<file path="src/rtl/load_store_unit.sv">
// load_store_unit: single-outstanding RV32 load/store sequencer.
// Word loads/stores go straight to memory. Sub-word stores do a read-modify-write
// of the containing word. Misaligned or illegal requests complete with a fault
// and never touch memory.
module load_store_unit (
  input  logic        clock,
  input  logic        reset,
  input  logic        iStart,
  input  logic        iLoad,
  input  logic        iStore,
  input  logic [2:0]  iFunct3,
  input  logic [31:0] iAddress,
  input  logic [31:0] iWriteData,
  output logic        oBusy,
  output logic        oDone,
  output logic        oFault,
  output logic [31:0] oLoadData,
  output logic        oMemRead,
  output logic        oMemWrite,
  output logic [31:0] oMemAddress,
  output logic [31:0] oMemWData,
  input  logic [31:0] iMemRData
);

  localparam logic [1:0] S_IDLE  = 2'd0;
  localparam logic [1:0] S_READ  = 2'd1;
  localparam logic [1:0] S_WRITE = 2'd2;
  localparam logic [1:0] S_DONE  = 2'd3;

  logic [1:0]  state_q, state_d;
  logic [29:0] waddr_q, waddr_d;   // word address, becomes oMemAddress[31:2]
  logic [1:0]  off_q,   off_d;     // byte offset inside the word
  logic [2:0]  funct3_q, funct3_d;
  logic [15:0] sdata_q, sdata_d;   // sub-word store data; word stores bypass it
  logic        load_q,  load_d;
  logic        fault_q, fault_d;
  logic [31:0] ldata_q, ldata_d;
  logic [31:0] wword_q, wword_d;

  logic        req_half, req_word, bad_f3, req_fault;
  logic [31:0] rd_shift, ld_ext, st_mask, st_data, st_merge;
  logic [15:0] rd_half;

  // Classify the incoming request: wrong direction, illegal size or misalignment.
  always_comb begin
    req_half  = (iFunct3[1:0] == 2'b01);
    req_word  = (iFunct3 == 3'b010);
    bad_f3    = iLoad ? ((iFunct3 == 3'b011) || (iFunct3[2:1] == 2'b11))
                      : ((iFunct3 == 3'b011) || iFunct3[2]);
    req_fault = (iLoad == iStore) || bad_f3 ||
                (req_half && iAddress[0]) ||
                (req_word && (iAddress[1:0] != 2'b00));
  end

  // Load lane select/extend and store merge, both working on the returned word.
  always_comb begin
    rd_shift = iMemRData >> {off_q, 3'b000};
    rd_half  = off_q[1] ? iMemRData[31:16] : iMemRData[15:0];
    case (funct3_q)
      3'b000:  ld_ext = {{24{rd_shift[7]}}, rd_shift[7:0]};
      3'b001:  ld_ext = {{16{rd_half[15]}}, rd_half};
      3'b100:  ld_ext = {24'h0, rd_shift[7:0]};
      3'b101:  ld_ext = {16'h0, rd_half};
      default: ld_ext = iMemRData;
    endcase
    if (funct3_q[1:0] == 2'b00) begin
      st_mask = 32'h0000_00FF << {off_q, 3'b000};
      st_data = {4{sdata_q[7:0]}};
    end else begin
      st_mask = off_q[1] ? 32'hFFFF_0000 : 32'h0000_FFFF;
      st_data = {2{sdata_q}};
    end
    st_merge = (iMemRData & ~st_mask) | (st_data & st_mask);
  end

  // Next-state and datapath update; iStart only matters in IDLE.
  always_comb begin
    state_d  = state_q;
    waddr_d  = waddr_q;
    off_d    = off_q;
    funct3_d = funct3_q;
    sdata_d  = sdata_q;
    load_d   = load_q;
    fault_d  = fault_q;
    ldata_d  = ldata_q;
    wword_d  = wword_q;
    case (state_q)
      S_IDLE: if (iStart) begin
        waddr_d  = iAddress[31:2];
        off_d    = iAddress[1:0];
        funct3_d = iFunct3;
        sdata_d  = iWriteData[15:0];
        load_d   = iLoad;
        fault_d  = req_fault;
        if (req_fault) begin
          state_d = S_DONE;
        end else if (iStore && req_word) begin
          wword_d = iWriteData;
          state_d = S_WRITE;
        end else begin
          state_d = S_READ;
        end
      end
      S_READ: begin
        if (load_q) begin
          ldata_d = ld_ext;
          state_d = S_DONE;
        end else begin
          wword_d = st_merge;
          state_d = S_WRITE;
        end
      end
      S_WRITE: state_d = S_DONE;
      S_DONE: begin
        fault_d = 1'b0;
        state_d = S_IDLE;
      end
      default: state_d = S_IDLE;
    endcase
  end

  // State registers; reset aborts any access immediately.
  always_ff @(posedge clock or posedge reset) begin
    if (reset) begin
      state_q  <= S_IDLE;
      waddr_q  <= '0;
      off_q    <= '0;
      funct3_q <= '0;
      sdata_q  <= '0;
      load_q   <= 1'b0;
      fault_q  <= 1'b0;
      ldata_q  <= '0;
      wword_q  <= '0;
    end else begin
      state_q  <= state_d;
      waddr_q  <= waddr_d;
      off_q    <= off_d;
      funct3_q <= funct3_d;
      sdata_q  <= sdata_d;
      load_q   <= load_d;
      fault_q  <= fault_d;
      ldata_q  <= ldata_d;
      wword_q  <= wword_d;
    end
  end

  assign oBusy       = (state_q != S_IDLE);
  assign oDone       = (state_q == S_DONE);
  assign oMemRead    = (state_q == S_READ);
  assign oMemWrite   = (state_q == S_WRITE);
  assign oFault      = fault_q;
  assign oLoadData   = ldata_q;
  assign oMemAddress = {waddr_q, 2'b00};
  assign oMemWData   = wword_q;

endmodule

</file>
<file path="config.mk">
export PLATFORM = sky130hd
export DESIGN_NAME = load_store_unit
export DESIGN_NICKNAME = d
export VERILOG_FILES = /design/src/rtl/load_store_unit.sv
export SDC_FILE = /design/constraint.sdc
export NUM_CORES = 1
export LEC_CHECK = 0
export ABC_AREA = 0
export BUFFER_PORTS_ARGS = -buffer_cell sky130_fd_sc_hd__buf_2
export CORE_AREA = 5 5 134 136
export DETAILED_ROUTE_END_ITERATION = 7
export DIE_AREA = 0 0 139 141
export PLACE_DENSITY = 0.7
export SLEW_MARGIN = 20
export SYNTH_ARGS = -nofsm -noshare
export SYNTH_HDL_FRONTEND = slang
export SYNTH_SLANG_ARGS = --single-unit
</file>
<file path="constraint.sdc">
create_clock -name clock -period 6.5 [get_ports clock]
set_input_delay 1.95 -clock clock [delete_from_list [all_inputs] [get_ports clock]]
set_output_delay 1.95 -clock clock [all_outputs]
set_load 0.01 [all_outputs]
</file>
After elaboration in Yosys (flattened, before gate mapping)
Cells that the tools add are included.
Cells by class
  eq/ne operators: 15
  shift operators: 2
  muxes and demuxes: 18
  bitwise operators: 4
  reduce and logical (&&, ||, !) cells: 19
Operators with widths (number)
  2-to-1 mux 32 bit: 7
  one-hot mux 32 bit (4 select lines): 1
  AND 32 bit: 2
  one-hot mux 32 bit (2 select lines): 1
  NOT 32 bit: 1
  bitwise OR 32 bit: 1
  left shift 8 x 5 -> 32 bit, first input constant: 1
  >> shifter 32 x 5 -> 8 bit: 1
  2-to-1 mux 16 bit: 1
  != test 2 bit, second input constant: 4
  one-hot mux 2 bit (4 select lines): 1
  nonzero test 2 bit: 4
  == test 2 bit, second input constant: 3
  == test 3 x 2 -> 1 bit, second input constant: 2
  == test 3 bit, second input constant: 2
  2-to-1 mux 2 bit: 3
  AND reduction 2 bit: 3
  logical OR 1 bit: 5
  AND reduction 5 bit: 1
  == test 2 x 1 -> 1 bit, second input constant: 2
  logical NOT 2 bit: 2
  == test 3 x 1 -> 1 bit, second input constant: 1
  logical AND 1 bit: 3
  logical NOT 3 bit: 1
  other kinds (3): 5
Word-level totals
  flip-flop bits (word level): 119
  input port bits: 104
  output and inout port bits: 101
  logic and storage cells: 67

Depth between registers and ports, before layout
  depth in word-level cells: 9
  gate-level depth with buffers: 8
  mapped depth without buffers: 6

Least setup slack after synthesis
No wires, ideal clock.
  path kind: input to register
  from: in iFunct3[0]
  to: reg wword_q[10], in the netlist oMemWData[10]
  setup time: 0.125 ns
  arrival time: 3.169 ns
  required time: 6.375 ns
  setup slack: 3.206 ns
  stages on the path: 5
  buffers on the path: 1
  cell sequence: and4bb_2 -> nand4_1 -> a21oi_2 -> buf_4 -> mux2_2
Between the ends
  longest elaborated chain between the ends: 8
  elaborated cells between the ends (all ways): 15
  classes of those cells: eq/ne: 5; mux: 1; reduce/logical: 9
RTL lines
  from (decl): RTL line 11  | input logic [2:0] iFunct3,
  == test 3 x 2 -> 1 bit: RTL line 48, 49
  logical OR 1 bit (on tied branches): RTL line 49, 48
  2-to-1 mux 1 bit: RTL line 48  | bad_f3 = iLoad ? ((iFunct3 == 3'b011) || (iFunct3[2:1] == 2'b11))
  logical OR 1 bit (2 in series): RTL line 50  | req_fault = (iLoad == iStore) || bad_f3 ||
  logical OR 1 bit: RTL line 51  | (req_half && iAddress[0]) ||
  != test 2 bit (no source line)
  AND reduction 5 bit (no source line) (*)
  to (signal assigned): RTL line 143  | wword_q <= wword_d;
  to (decl): RTL line 38  | logic [31:0] wword_q, wword_d;
Every way passes the cells marked *; elsewhere a longest branch is shown, timed or not.
A chain may end at the register's enable or synchronous reset.

Final worst setup path
  from: reg state_q[0]
  to: out oBusy
Between the ends
  longest elaborated chain between the ends: 1
RTL lines
  from (decl): RTL line 30  | logic [1:0] state_q, state_d;
  from (signal assigned): RTL line 135  | state_q <= state_d;
  nonzero test 2 bit: RTL line 147  | assign oBusy = (state_q != S_IDLE);
  to (decl): RTL line 14  | output logic oBusy,
Every way passes these cells.

==> impl.org <==
** Outcome
- Result of the run :: finished, final reports clean

** Min path
- The worst hold path terminates at oMemWData[23]$_DFFE_PP0P_.
- Worst min-delay path class :: flop to flop
- Counting instances, the worst hold path has a depth of 1.
- The startpoint identified for the worst hold timing path is oMemWData[23]$_DFFE_PP0P_.

** Place
- Gpl congestion :: 0.796
- Count of port buffers added during placement :: 202
- After legalization and detailed placement, the total HPWL measured 14,000 um.
- Prior to clock tree synthesis, the placed netlist has a worst setup slack of 2.92 ns.
- Including well taps, the total number of placed cells is 935.

** Yosys
- Of the post-synthesis cell area, the dominant cell type holds 0.497.
- Main synth FF type :: sky130_fd_sc_hd__dfrtp_1
- Share of async-settable or async-resettable flops after synthesis :: 1.00
- Mean Syn Cell Area :: 11.0 um2
- The share of the Yosys chip area taken by registers is 0.497.
- Post-synth EDFFs :: 0
- Netlist area before placement :: 6000 um2
- In this run, distinct cell masters in the synthesized netlist total 47.
- After synthesis the netlist holds a flip-flop and latch count of 119.
- Summed over all instances, the cell type with the most area after synthesis is sky130_fd_sc_hd__dfrtp_1.
- The cell count after synthesis came out at 544.
- Count of synthesis-stage warnings from yosys :: 0
- By area the synthesized netlist is led by sky130_fd_sc_hd__dfrtp_1 (50%), sky130_fd_sc_hd__mux2_2 (14%), sky130_fd_sc_hd__mux2i_1 (6.8%).

** CTS
- For the worst-skew pair, the clock arrives at the later sink with an insertion delay of 0.41 ns.
- Clock-pin slew was measured on the worst setup and hold paths at 0.05 ns.
- Number of buffers between clock root and the deepest sink :: 2
- The H-tree was split into 4 levels.
- Clock Root Buffer :: sky130_fd_sc_hd__clkbuf_16
- Counting every sink on the clock net gives 119.
- Number of instances resized during post-cts repair :: 0
- Hold repair after CTS inserted 0 buffers.
- Buffers added to address setup during post-CTS repair amount to 0.
- Number of clock buffers inserted by TritonCTS :: 17
- TritonCTS built the clock tree.

** Detailed routing
- Detailed-router iteration count before antenna repair :: 5
- Across all layers, the routed design uses 5,064 vias.
- The count of nets left with antenna violations once routing finished came out at 0.
- In this run, the number of DRC markers left after iteration 0 of detailed routing was 289.
- In the routed design, unresolved DRC markers number 0.
- After detailed routing, the number of vias per cell comes to 5.25.
- Wire per inst :: 19.4 um
- Final routed wirelength across all metal layers :: 18,700 um

** STA
- For the pin with the worst max-slew slack, the measured transition is 1.11 ns.
- Worst hold margin :: 0.484 ns
- Final max-slew violation count :: 0
- Setup violations remaining at the end of the flow were counted as 0.
- RSZ-0062 raised after global routing :: false
- Dividing the final minimum period by the clock period gives 0.580.
- Sum of negative setup slack :: 0 ns
- Final hold violations :: 0
- F_max :: 265 MHz
- Max-Slew Margin vs Limit :: 0.257
- Minimum clock period :: 3.77 ns
- On the final layout, the worst clock skew is 0.00712 ns.
- Setup slack closes at 2.73 ns.

** Global route
- The first global-routing pass estimated 29,200 um of wire.
- Maximum number of pins on one net before global-route repair :: 83
- The number of antenna violations at the first check in global routing is 3.
- The via count of the first global-routing pass came to 5,216.
- For this run the aggregate overflow at the end of global routing stands at 0.
- Global-route usage over all layers :: 0.190

** Worst setup path
- Critical path's most frequent cell :: sky130_fd_sc_hd__inv_1
- The slowest stage of the critical path belongs to the cell sky130_fd_sc_hd__dfrtp_1.
- R2r endpoint :: oMemWData[8]$_DFFE_PP0P_
- In this design, the largest share of critical-path delay is due to buffers and inverters.
- Arrival time at the worst endpoint :: 1.82 ns
- For the worst flop-to-flop path, the logic depth is 7.
- Together, buffers and inverters on the worst path number 3.
- In this run the critical register-to-register path is launched from state_q[1]$_DFFE_PP0P_.
- On the worst path, the slowest cell contributes a delay of 0.40 ns.
- Worst setup slack for register-to-register paths :: 3.59 ns
- STA classifies the critical path endpoint as an output pin.
- Type of the setup path with the least slack :: flop to output pin
- Max Fanout on Critical Path :: 13
- Ordered list of cells on the worst path :: inv_1, ha_1, inv_1, buf_2
- The worst setup path is launched from a flop.
- At the worst endpoint, the required time is 4.55 ns.

** Pwr
- The share of total power dissipated in combinational logic is 0.450.
- Flop pwr share :: 0.342
- Switching power :: 1610 uW
- Switching fraction of total power :: 0.386
- Static leakage :: 0.00366 uW
- Worst IR Drop VDD :: 0.250 mV
- Clock network fraction of design power :: 0.209
- Power Density :: 543 nW/um2
- Internal power comes to 2560 uW.

** Die
- Core box area :: 16,800 um2
- The die is 141 um tall.
- The floorplan has 48 rows.
- Pin placement for this block handled 205 I/O pins.
- Die area :: 19,600 um2
- Starting Density :: 0.357
- The die is 139 um wide.

** Final layout
- Number of nets in the layout :: 837
- From synthesis to final layout, the design area changed by 27.9%.
- Once layout is complete, the utilization of the core stands at 0.456.
- Diode insertion count for antenna repair :: 0
- Number of fill cells in the layout :: 1,637
- The finished layout holds 964 standard cells, fillers aside.
- Of the cells placed in the final design, the portion with a size suffix greater than 1 is 0.430.

** Run
- Reported max-cap violation count :: 0
## power groups by stage
stage | Sequential [uW] | Combinational (uW) | Clock, uW
final | 1420 | 1870 | 870
after global routing | 1470 | 2060 | 924
after CTS | 1420 | 1890 | 889
after detailed placement | 1430 | 1880 | 0
after global placement | 1420 | 1850 | 0
after floorplan | 1460 | 1210 | 0
## per-layer routing
metal  vias to the layer above  routed length (um)  global-route usage
li1                       2357                   -                   -
met1                      2483                7810               0.236
met2                       186                9110               0.311
met3                        32                1390              0.0695
met4                         6                 353              0.0592
met5                         -                  46                   0
## how the worst max path moves through the flow
stage                     slack [ns]  cells after the start                 endpoint              startpoint
after global routing            2.62                      4                    oBusy  state_q[0]$_DFFE_PP0P_
after detailed placement        2.92                      4   waddr_q[0]$_DFFE_PP0P_                  iStart
after floorplan                 1.39                      1  funct3_q[0]$_DFFE_PP0P_                   reset
final                           2.73                      4                    oBusy  state_q[0]$_DFFE_PP0P_
after CTS                       2.72                      4                    oBusy  state_q[0]$_DFFE_PP0P_
after global placement          2.94                      4  waddr_q[15]$_DFFE_PP0P_                  iStart
## flip-flops by register name, summed over array words and instances (netlist names)
register   cells
funct3_q       3
load_q         1
oFault         1
oLoadData     32
oMemWData     32
off_q          2
sdata_q       16
state_q        2
waddr_q       30
## synth_stat cells (all sizes together), types with 2 or more instances
| master | count |
|---|---|
| a21oi | 16 |
| a22o | 8 |
| a22oi | 7 |
| a31oi | 7 |
| a32o | 8 |
| and2 | 2 |
| and3 | 8 |
| buf | 28 |
| clkbuf | 16 |
| dfrtp | 119 |
| ha | 4 |
| inv | 6 |
| mux2 | 74 |
| mux2i | 41 |
| nand2 | 50 |
| nand2b | 3 |
| nand3 | 38 |
| nand3b | 2 |
| nor2 | 26 |
| nor2b | 3 |
| nor3 | 8 |
| nor3b | 2 |
| o21ai | 38 |
| o2bb2ai | 8 |
| o32a | 8 |
| or3b | 2 |
## kinds of logic after synthesis
group,after synthesis,synth area share
other cells,1,0.000625
compound gates,107,0.125
flops,119,0.497
simple gates,147,0.117
fa+ha+maj,4,0.00835
buf+inv,50,0.0409
mux,116,0.212
## area by class of cell
| cell class | count | area [um2] | area share |
|---|---|---|---|
| clock inverters | 4 | 45.0 | 0.00587 |
| well taps | 225 | 282 | 0.0367 |
| multi-input cells | 376 | 2780 | 0.362 |
| inverters | 6 | 27.5 | 0.00359 |
| flip-flops and latches | 119 | 2980 | 0.388 |
| clock buffers | 25 | 495 | 0.0646 |
| repair buffers | 209 | 1060 | 0.139 |
## layout by cell type (no fill, tap or decap), types with 2 or more instances in the layout
master                      instances
sky130_fd_sc_hd__a32o_1             8
sky130_fd_sc_hd__a31oi_1            7
sky130_fd_sc_hd__and3_1             8
sky130_fd_sc_hd__nor3_1             8
sky130_fd_sc_hd__nor2_1            25
sky130_fd_sc_hd__nor3b_1            2
sky130_fd_sc_hd__clkbuf_1           4
sky130_fd_sc_hd__o21ai_0           36
sky130_fd_sc_hd__buf_2            202
sky130_fd_sc_hd__o32a_1             8
sky130_fd_sc_hd__a22o_1             8
sky130_fd_sc_hd__nand3_1           37
sky130_fd_sc_hd__nand3b_1           2
sky130_fd_sc_hd__inv_1              5
sky130_fd_sc_hd__ha_1               4
sky130_fd_sc_hd__buf_4              7
sky130_fd_sc_hd__a22oi_1            7
sky130_fd_sc_hd__a21oi_1           15
sky130_fd_sc_hd__conb_1             2
sky130_fd_sc_hd__nand2_1           49
sky130_fd_sc_hd__clkbuf_16         17
sky130_fd_sc_hd__o2bb2ai_1          8
sky130_fd_sc_hd__dfrtp_1          119
sky130_fd_sc_hd__and2_1             2
sky130_fd_sc_hd__mux2i_1           41
sky130_fd_sc_hd__clkinv_2           3
sky130_fd_sc_hd__clkbuf_8           4
sky130_fd_sc_hd__mux2_2            74
sky130_fd_sc_hd__nand2b_1           3
sky130_fd_sc_hd__nor2b_1            3
## through the flow
stage	instance area, um2	power, uW
after floorplan	6000	2670
after global placement	7130	3270
after detailed placement	7130	3310
after CTS	7670	4200
after global routing	7670	4450
final	7670	4170
Note: power is estimated with default switching activity, not from simulation.
